==> src/rtl/serial_add_pkg.sv <==
// serial_add_pkg: shared state encoding and sizing helpers
// for the bit-serial adder.
package serial_add_pkg;

    typedef enum logic [1:0] {
        IDLE,
        RUN,
        DONE
    } state_e;

    localparam int MAX_WIDTH = 32;

    // Bit counter never collapses to zero width, even for WIDTH=1.
    function automatic int cnt_bits(input int width);
        return (width <= 2) ? 1 : $clog2(width);
    endfunction

endpackage

==> src/rtl/fulladd.sv <==
// fulladd: single-bit full-adder cell, the only arithmetic
// element of the serial datapath.
module fulladd (
    input  logic a_i,
    input  logic b_i,
    input  logic c_i,
    output logic s_o,
    output logic c_o
);

    assign s_o = a_i ^ b_i ^ c_i;
    assign c_o = (a_i & b_i) | (c_i & (a_i ^ b_i));

endmodule

==> src/rtl/serial_add_ctrl.sv <==
// serial_add_ctrl: LSB-first bit-serial adder sequencer with
// valid/ready on both sides. SERIAL_ADD_SUB_EN adds a 'sub' input.
module serial_add_ctrl
    import serial_add_pkg::*;
#(
    parameter int WIDTH = 8
) (
    input  logic             clk,
    input  logic             reset,
    input  logic             in_valid,
    output logic             in_ready,
    input  logic [WIDTH-1:0] a,
    input  logic [WIDTH-1:0] b,
    input  logic             cin,
`ifdef SERIAL_ADD_SUB_EN
    input  logic             sub,
`endif
    output logic             out_valid,
    input  logic             out_ready,
    output logic [WIDTH-1:0] sum,
    output logic             cout,
    output logic             busy
);

    localparam int CW = cnt_bits(WIDTH);
    localparam logic [CW-1:0] LAST = CW'(WIDTH - 1);
    localparam logic [WIDTH-1:0] MSB = WIDTH'(1) << (WIDTH - 1);

    state_e           state_q, state_d;
    logic [WIDTH-1:0] a_q, a_d;
    logic [WIDTH-1:0] b_q, b_d;
    logic [WIDTH-1:0] sum_sh_q, sum_sh_d;
    logic [WIDTH-1:0] sum_q, sum_d;
    logic             carry_q, carry_d;
    logic             cout_q, cout_d;
    logic [CW-1:0]    cnt_q, cnt_d;

    logic [WIDTH-1:0] b_ld;
    logic             c_ld;
    logic             fa_s;
    logic             fa_c;

    // Subtraction is a + ~b + 1, so cout=1 means no borrow.
`ifdef SERIAL_ADD_SUB_EN
    assign b_ld = sub ? ~b : b;
    assign c_ld = sub | cin;
`else
    assign b_ld = b;
    assign c_ld = cin;
`endif

    fulladd u_fa (
        .a_i (a_q[0]),
        .b_i (b_q[0]),
        .c_i (carry_q),
        .s_o (fa_s),
        .c_o (fa_c)
    );

    always_ff @(posedge clk or posedge reset) begin
        if (reset) begin
            state_q  <= IDLE;
            a_q      <= '0;
            b_q      <= '0;
            sum_sh_q <= '0;
            sum_q    <= '0;
            carry_q  <= 1'b0;
            cout_q   <= 1'b0;
            cnt_q    <= '0;
        end else begin
            state_q  <= state_d;
            a_q      <= a_d;
            b_q      <= b_d;
            sum_sh_q <= sum_sh_d;
            sum_q    <= sum_d;
            carry_q  <= carry_d;
            cout_q   <= cout_d;
            cnt_q    <= cnt_d;
        end
    end

    always_comb begin
        state_d  = state_q;
        a_d      = a_q;
        b_d      = b_q;
        sum_sh_d = sum_sh_q;
        sum_d    = sum_q;
        carry_d  = carry_q;
        cout_d   = cout_q;
        cnt_d    = cnt_q;
        unique case (state_q)
            IDLE: begin
                if (in_valid) begin
                    a_d      = a;
                    b_d      = b_ld;
                    carry_d  = c_ld;
                    cnt_d    = '0;
                    sum_sh_d = '0;
                    state_d  = RUN;
                end
            end
            RUN: begin
                sum_sh_d = (sum_sh_q >> 1) | (fa_s ? MSB : '0);
                carry_d  = fa_c;
                a_d      = a_q >> 1;
                b_d      = b_q >> 1;
                cnt_d    = cnt_q + CW'(1);
                // Result registers latch on the final bit so they hold after handshake.
                if (cnt_q == LAST) begin
                    sum_d   = sum_sh_d;
                    cout_d  = fa_c;
                    state_d = DONE;
                end
            end
            DONE: begin
                if (out_ready) begin
                    state_d = IDLE;
                end
            end
            default: state_d = IDLE;
        endcase
    end

    assign in_ready  = (state_q == IDLE);
    assign out_valid = (state_q == DONE);
    assign busy      = (state_q != IDLE);
    assign sum       = sum_q;
    assign cout      = cout_q;

endmodule

==> config.mk <==
export PLATFORM = sky130hd
export DESIGN_NAME = serial_add_ctrl
export DESIGN_NICKNAME = d
export VERILOG_FILES = /design/src/rtl/serial_add_pkg.sv /design/src/rtl/fulladd.sv /design/src/rtl/serial_add_ctrl.sv
export SDC_FILE = /design/constraint.sdc
export NUM_CORES = 1
export LEC_CHECK = 0
export BUFFER_PORTS_ARGS = -buffer_cell sky130_fd_sc_hd__buf_2
export CORE_ASPECT_RATIO = 0.9
export CORE_MARGIN = 2
export CORE_UTILIZATION = 50
export CTS_BUF_LIST = sky130_fd_sc_hd__clkbuf_8 sky130_fd_sc_hd__clkbuf_16
export CTS_CLUSTER_DIAMETER = 100
export CTS_CLUSTER_SIZE = 40
export DETAILED_ROUTE_END_ITERATION = 6
export PLACE_DENSITY = 0.79
export SLEW_MARGIN = 20
export SYNTH_ARGS = -nofsm -noshare
export SYNTH_HDL_FRONTEND = slang
export SYNTH_SLANG_ARGS = --single-unit
==> constraint.sdc <==
create_clock -name clk -period 1.5 [get_ports clk]
set_input_delay 0.45 -clock clk [delete_from_list [all_inputs] [get_ports clk]]
set_output_delay 0.45 -clock clk [all_outputs]
set_load 0.005 [all_outputs]
==> impl_metrics.ini, run 1 <==
[outcome]
outcome = finished, violations left
violations = setup timing

[synth]
synth_top_area_cell = dfrtp_1
synthTopCellsByArea = dfrtp_1 50%, mux2_4 7.1%, a211oi_2 6.0%
synth.distinct_cells = 27
ys_seq_elements = 38
synth-seq-area-share = 0.503
syn_inst = 151
synth_area_mm2 = 0.00189
yosys.area.top_type_share = 0.503
syn_nets = 175
synth_warnings = 0
syn_area_per_cell_um2 = 12.5

[hold_path]
hold_class = in2async

[job]
drv_cap = 0

[floorplanning]
coreArea_mm2 = 0.00368
die_w_um = 68.8
start_util = 0.514
num_rows = 21
io_pins = 33
dieArea_mm2 = 0.00429
die-height_um = 62.4

[setup_path]
worstSetupPathType = reg2out
cp-start-kind = flop
critical-path-top-delay-family = flip-flops
critPathSlowestCell = dfrtp_2
worstPathCellList = nor2_4 -> inv_1 -> buf_2
cp-end-kind = output port
crit_buf_inv = 2
required_ps = 1050
worstPathArrival_ps = 1060
critPathMaxFanout = 4
cpPeakStageDelay_ps = 460

[drt]
wire_per_inst_um = 15.1
vias_per_cell = 5.50
post-route-drc-count = 0
first_iter_violations = 100
drt-pass1-iter-count = 5
routed-via-count = 1309
postRouteAntennaNets = 0
wl_um = 3590

[sta]
tns_ps = -12.9
hold_viol = 0
fmax_mhz = 663
worstMarginPinSlew_ps = 761
drv_slew = 0
clock-skew-final_ps = 3.05
fin_hold_ws_ps = 258
post-route-period-util = 1.00
slew_headroom = 0.491
finalSetupViolCount = 2
period_minus_slack_ps = 1510
rsz0062_at_grt = yes
layout_setup_ws_ps = -7.43

[cells_and_area]
final_cell_mix = 36 x dfrtp_1, 32 x buf_2, 19 x inv_1
fin_nets = 215
num_antenna_cells = 0
syn2layout_area_growth_pct = 20.1
layout-drive-gt1-share = 0.443
final_common_cell = dfrtp_1
final_util = 0.618

[grt]
grt_usage = 0.190
grt_pass1_wl_um = 6000
grt_max_degree = 39
overflow = 0
grt_pass1_vias = 1278
antenna_found_initial = 0

[clock_tree]
cts.htree.levels = 2
tritoncts = done
ctsHoldBuffers = 0
root_buffer = clkbuf_8
cts_made_buffers = 5
clock-sinks = 38
clkTransAtPathRegs_ps = 70
clk_path_buf_depth = 2
clk_latency_ps = 290

[placement]
hpwlAfterDp_um = 2490
port_buffers = 32
post-place-ws_ps = -180
gp_congestion = 0.798

[power]
max-vdd-ir-drop_mv = 0.931
p_per_area_mw_per_mm2 = 1940
p_leak_nw = 1.09
power.total_mw = 4.41
## where the power goes
group	internal, mW	leakage [nW]	switching (mW)	total (mW)
combinational	1.02	0.580	0.845	1.87
sequential	1.49	0.464	0.319	1.81
clock	0.369	0.0472	0.364	0.733
total	2.88	1.09	1.53	4.41
## path summary, 6_finish.rpt
kind | slack, ps | cells past startpoint | to | from
hold / removal | 260 | 3 | sum[6] | reset
setup / recovery | -7 | 3 | busy | state_q[1]
max in group asynchronous | 890 | 3 | state_q[0] | reset
setup reg to reg | 50 | 5 | sum[3] | cnt_q[0]
min in group clk | 330 | 2 | state_q[1] | out_ready
hold reg to reg | 510 | 1 | sum[5] | sum[5]
## sequential cells by signal, indices dropped and copies added, names as in the netlist
signal / flops
carry_q: 1
cout: 1
sum: 8
state_q: 2
cnt_q: 3
sum_sh_q: 7
b_q: 8
a_q: 8
## per-stage QoR
| step | instance area, um2 | instances |
|---|---|---|
| floorplan | 1890 | 151 |
| global placement | 2120 | 227 |
| detailed placement | 2120 | 227 |
| CTS | 2250 | 238 |
| global route | 2270 | 238 |
| finish | 2270 | 238 |
## kinds of logic (layout without fill, tap and decap cells)
family	count (synthesis)	in the layout	synth area share
compound gates	29	29	0.164
buf+inv	32	73	0.0820
fa+ha+maj	3	3	0.0238
simple gates	39	39	0.150
mux	10	10	0.0774
flops	38	38	0.503
## what timing repair did
action,in CTS,in global routing
pin swaps,0,3
endpoints found under the setup margin,19,20
resized for setup,7,3
buffers inserted,3,0
## layout make-up
type | count | area, um2
inverter | 20 | 75.1
fill | 302 | 1410
tap | 46 | 57.6
clock buffer | 6 | 82.6
clock inverter | 2 | 12.5
sequential | 38 | 953
multi-input combinational | 81 | 821
timing repair buffer | 45 | 270
## cell usage after synthesis, drive strengths merged
library cell	n
or2	1
a221oi	3
o21bai	1
a22o	9
nand2	2
nand2b	3
fa	1
buf	10
o21ai	1
a222oi	2
nor2	1
clkbuf	2
dfrtp	38
nor3b	13
a21oi	1
inv	20
mux2	10
a211oi	10
o221ai	2
ha	2
nor2b	6
nand3b	3
nor4b	10
## worst min-delay path: cells and delay by family
| kind | cells | cell delay (ps) |
|---|---|---|
| buffers and inverters | 3 | 530 |
## layer usage
layer / share of wire / wire length (um) / vias up / track usage
met1: 0.44 / 1580 / 654 / 0.244
met2: 0.50 / 1790 / 30 / 0.300
met5: 0 / 0 / - / 0
met3: 0.044 / 159 / 7 / 0.0507
met4: 0.018 / 65 / 0 / 0.0735
li1: - / - / 618 / -
(Power assumes the default switching activity.)
==> inputs of run 2 (changes only) <==
BUFFER_PORTS_ARGS = -buffer_cell sky130_fd_sc_hd__buf_4   (was -buffer_cell sky130_fd_sc_hd__buf_2)
==> impl_metrics.ini, run 2 (synthesis results as in run 1) <==
[drt]
drt-pass1-iter-count = 4
vias_per_cell = 5.49
routed-via-count = 1296
post-route-drc-count = 0
postRouteAntennaNets = 0
wire_per_inst_um = 15.6
wl_um = 3680
first_iter_violations = 80

[placement]
hpwlAfterDp_um = 2510
placed_cell_area_mm2 = 0.00219
gp_congestion = 0.826
port_buffers = 32

[setup_path]
critPathMaxFanout = 3
cp-end-kind = output port
cp-start-kind = flop
reg2reg_depth = 5
required_ps = 1050
r2r_start = state_q[0]
worstSetupPathType = reg2out
worstPathArrival_ps = 1060
r2r_end = b_q[3]
reg2reg_slack_ps = 20

[clock_tree]
cts.htree.levels = 2
clk_path_buf_depth = 2
tritoncts = done
clkTransAtPathRegs_ps = 80
root_buffer = clkbuf_8
cts_made_buffers = 5
clk_latency_ps = 300
clock-sinks = 38

[sta]
post-route-period-util = 1.01
finalSetupViolCount = 1
period_minus_slack_ps = 1510
rsz0062_at_grt = yes
drv_slew = 0
layout_setup_ws_ps = -7.63
fmax_mhz = 663
hold_viol = 0
clock-skew-final_ps = 8.43
slew_headroom = 0.514
worstMarginPinSlew_ps = 728

[grt]
grt_usage = 0.198
grt_pass1_wl_um = 6340
grt_max_degree = 39
overflow = 0
grt_pass1_vias = 1410
antenna_found_initial = 0

[power]
max-vdd-ir-drop_mv = 0.961
p_leak_nw = 1.11
power.total_mw = 4.65
p_per_area_mw_per_mm2 = 1950

[floorplanning]
num_rows = 21
dieArea_mm2 = 0.00429
die-height_um = 62.4
io_pins = 33
coreArea_mm2 = 0.00368
die_w_um = 68.8
start_util = 0.514

[cells_and_area]
syn2layout_area_growth_pct = 25.9
fin_nets = 213
final_cell_mix = 38 x buf_4, 36 x dfrtp_1, 18 x inv_1
num_antenna_cells = 0
final_util = 0.647
final_common_cell = buf_4
layout-drive-gt1-share = 0.442
final_cell_area_mm2 = 0.00238

[hold_path]
hold_class = in2async

[job]
drv_cap = 0

[outcome]
violations = setup timing
outcome = finished, violations left
## run 2: worst max path at each step
stage	start	endpoint
after floorplan	cnt_q[0]	cout
after global placement	in_valid	cnt_q[0]
after detailed placement	state_q[0]	a_q[6]
after CTS	state_q[0]	busy
after global routing	state_q[0]	a_q[2]
final	state_q[1]	busy
## run 2: metrics by stage
| stage | setup TNS [ps] | worst slack (ps) | hold WS (ps) | instances |
|---|---|---|---|---|
| floorplan | 0 | 98.5 | 459 | 151 |
| global placement | -27.0 | -19.5 | 474 | 225 |
| detailed placement | -503 | -131 | 488 | 225 |
| CTS | -18.2 | -12.7 | 209 | 236 |
| global route | -628 | -84.3 | 225 | 236 |
| finish | -7.63 | -7.63 | 198 | 236 |
## run 2: layout make-up
cell class / count / area [um2]
Multi-Input combinational cell: 81 / 822
Fill cell: 279 / 1300
Timing Repair Buffer: 43 / 359
Inverter: 20 / 75.1
Sequential cell: 38 / 953
Tap cell: 46 / 57.6
Clock inverter: 3 / 45.0
Clock buffer: 5 / 68.8
## run 2: report_power, final
group | switching (mW) | internal (mW) | leakage, nW
registers | 0.321 | 1.49 | 0.464
clock network | 0.382 | 0.495 | 0.0504
logic | 0.865 | 1.10 | 0.600
total | 1.57 | 3.08 | 1.11
## run 2: metal layers
metal	global-route usage	part of all wire	wire, um
met5	0	0	0
met4	0.0760	0.016	59
met3	0.0634	0.046	169
met2	0.316	0.51	1870
met1	0.246	0.43	1590
## run 2: what timing repair did
action	in CTS	in global routing
hold buffers	0	0
gates resized for setup	9	5
setup endpoints to repair	15	26
setup buffers	3	0
pin swaps	1	2
## run 2: worst max-delay path, stage by stage, from the launching register on
cell	delay [ps]
dfrtp_2	450
nor2_4	160
inv_2	50
buf_6	110
==> inputs of run 3 (changes only) <==
PLACE_DENSITY = 0.8   (was 0.79)
==> impl_metrics.ini, run 3 (synthesis results as in run 1) <==
[floorplanning]
die-height_um = 62.4
io_pins = 33
num_rows = 21
start_util = 0.514
coreArea_mm2 = 0.00368
dieArea_mm2 = 0.00429
die_w_um = 68.8

[clock_tree]
clk_path_buf_depth = 2
tritoncts = done
root_buffer = clkbuf_8
cts.htree.levels = 2
clk_latency_ps = 290
cts_made_buffers = 5
clkTransAtPathRegs_ps = 70
clock-sinks = 38

[power]
p_sw_mw = 1.62
p_sw_frac = 0.333
clkPwrFrac = 0.182
seq_power_share = 0.370
combinationalPowerShare = 0.448
max-vdd-ir-drop_mv = 1.06
power.internal_mw = 3.24
p_leak_nw = 1.16
p_per_area_mw_per_mm2 = 1980

[sta]
fmax_mhz = 667
layout_setup_ws_ps = 0.0988
slew_headroom = 0.671
drv_slew = 0
period_minus_slack_ps = 1500
finalSetupViolCount = 0
hold_viol = 0
worstMarginPinSlew_ps = 491
fin_hold_ws_ps = 275
rsz0062_at_grt = yes
post-route-period-util = 1.00
clock-skew-final_ps = 4.46

[setup_path]
critPathMaxFanout = 5
critical-path-top-delay-family = flip-flops
worstPathArrival_ps = 1670
critPathSlowestCell = dfrtp_1
crit_buf_inv = 2
reg2reg_slack_ps = 0.1
cpPeakStageDelay_ps = 390
r2r_start = cnt_q[0]
cp-startpoint = cnt_q[0]
cp-end-kind = flop
required_ps = 1670
cp-start-kind = flop
worstPathCellList = ha_2 -> ha_4 -> nand3b_1 -> buf_6 -> buf_16 -> mux2_4
worstSetupPathType = reg2reg

[grt]
overflow = 0
grt_pass1_wl_um = 6950
grt_usage = 0.220
antenna_found_initial = 0
grt_pass1_vias = 1467
grt_max_degree = 39

[drt]
first_iter_violations = 74
drt-pass1-iter-count = 4
postRouteAntennaNets = 0
post-route-drc-count = 0
wire_per_inst_um = 16.7
wl_um = 4030
routed-via-count = 1358
vias_per_cell = 5.63

[cells_and_area]
fin_nets = 219
num_antenna_cells = 0
final_common_cell = buf_4
syn2layout_area_growth_pct = 29.8
layout-drive-gt1-share = 0.477
stdcell_count = 241
final_cell_mix = 44 x buf_4, 36 x dfrtp_1, 18 x inv_1

[placement]
gp_congestion = 0.780
port_buffers = 32
placed_cells = 227
post-place-ws_ps = -105
hpwlAfterDp_um = 2640

[job]
drv_cap = 0

[hold_path]
hold_class = in2async

[outcome]
outcome = complete, no violations
## run 3: layout make-up
| class | instances | area (um2) |
|---|---|---|
| fill | 272 | 1220 |
| sequential | 38 | 953 |
| multi-input combinational | 81 | 846 |
| timing repair buffer | 49 | 412 |
| clock buffer | 6 | 82.6 |
| inverter | 20 | 75.1 |
| tap | 46 | 57.6 |
| clock inverter | 1 | 30.0 |
## run 3: repair_timing
action | 4_1_cts | 5_1_grt
gates cloned | 1 | 0
resized for setup | 7 | 12
buffers inserted | 5 | 2
pin swaps | 2 | 4
setup endpoints to repair | 20 | 13
hold buffers | 0 | 0
## run 3: worst register-to-register path, delay by kind of cell, from the launching register on
family / cells / cell delay [ps]
adder cells (fa/ha/maj): 2 / 350
buffers and inverters: 2 / 240
flip-flops: 1 / 390
multiplexers: 1 / 290
AND/OR/NAND/NOR: 1 / 120
## run 3: per-layer routing
layer,global-route usage,up-vias,share of wire
met5,0,-,0
met4,0.0539,0,0.0052
met3,0.0797,2,0.047
met2,0.363,31,0.54
met1,0.272,699,0.41
li1,-,626,-
## run 3: through the flow
| stage | setup TNS [ps] | area [um2] | util | power (mW) |
|---|---|---|---|---|
| 3_3_place_gp | 0 | 2210 | 0.601 | 3.63 |
| 3_5_place_dp | -221 | 2210 | 0.601 | 3.77 |
| 4_1_cts | -69.4 | 2410 | 0.655 | 4.78 |
| 5_1_grt | -600 | 2460 | 0.668 | 5.21 |
| 2_1_floorplan | 0 | 1890 | - | 3.14 |
| 6_report | 0 | 2460 | 0.668 | 4.87 |
## run 3: final timing paths
path / to / cells past startpoint
max: sum[7] / 6
min: a_q[1] / 3
max reg2reg: sum[7] / 6
min reg2reg: a_q[7] / 2
max in group asynchronous: state_q[0] / 3
min in group clk: state_q[1] / 2
## run 3: power by group through the flow
stage | clock, mW | combinational, mW | sequential (mW)
6_report | 0.884 | 2.18 | 1.80
5_1_grt | 0.942 | 2.39 | 1.87
4_1_cts | 0.888 | 2.10 | 1.80
3_5_place_dp | 0 | 1.95 | 1.82
3_3_place_gp | 0 | 1.85 | 1.78
2_1_floorplan | 0 | 1.40 | 1.74
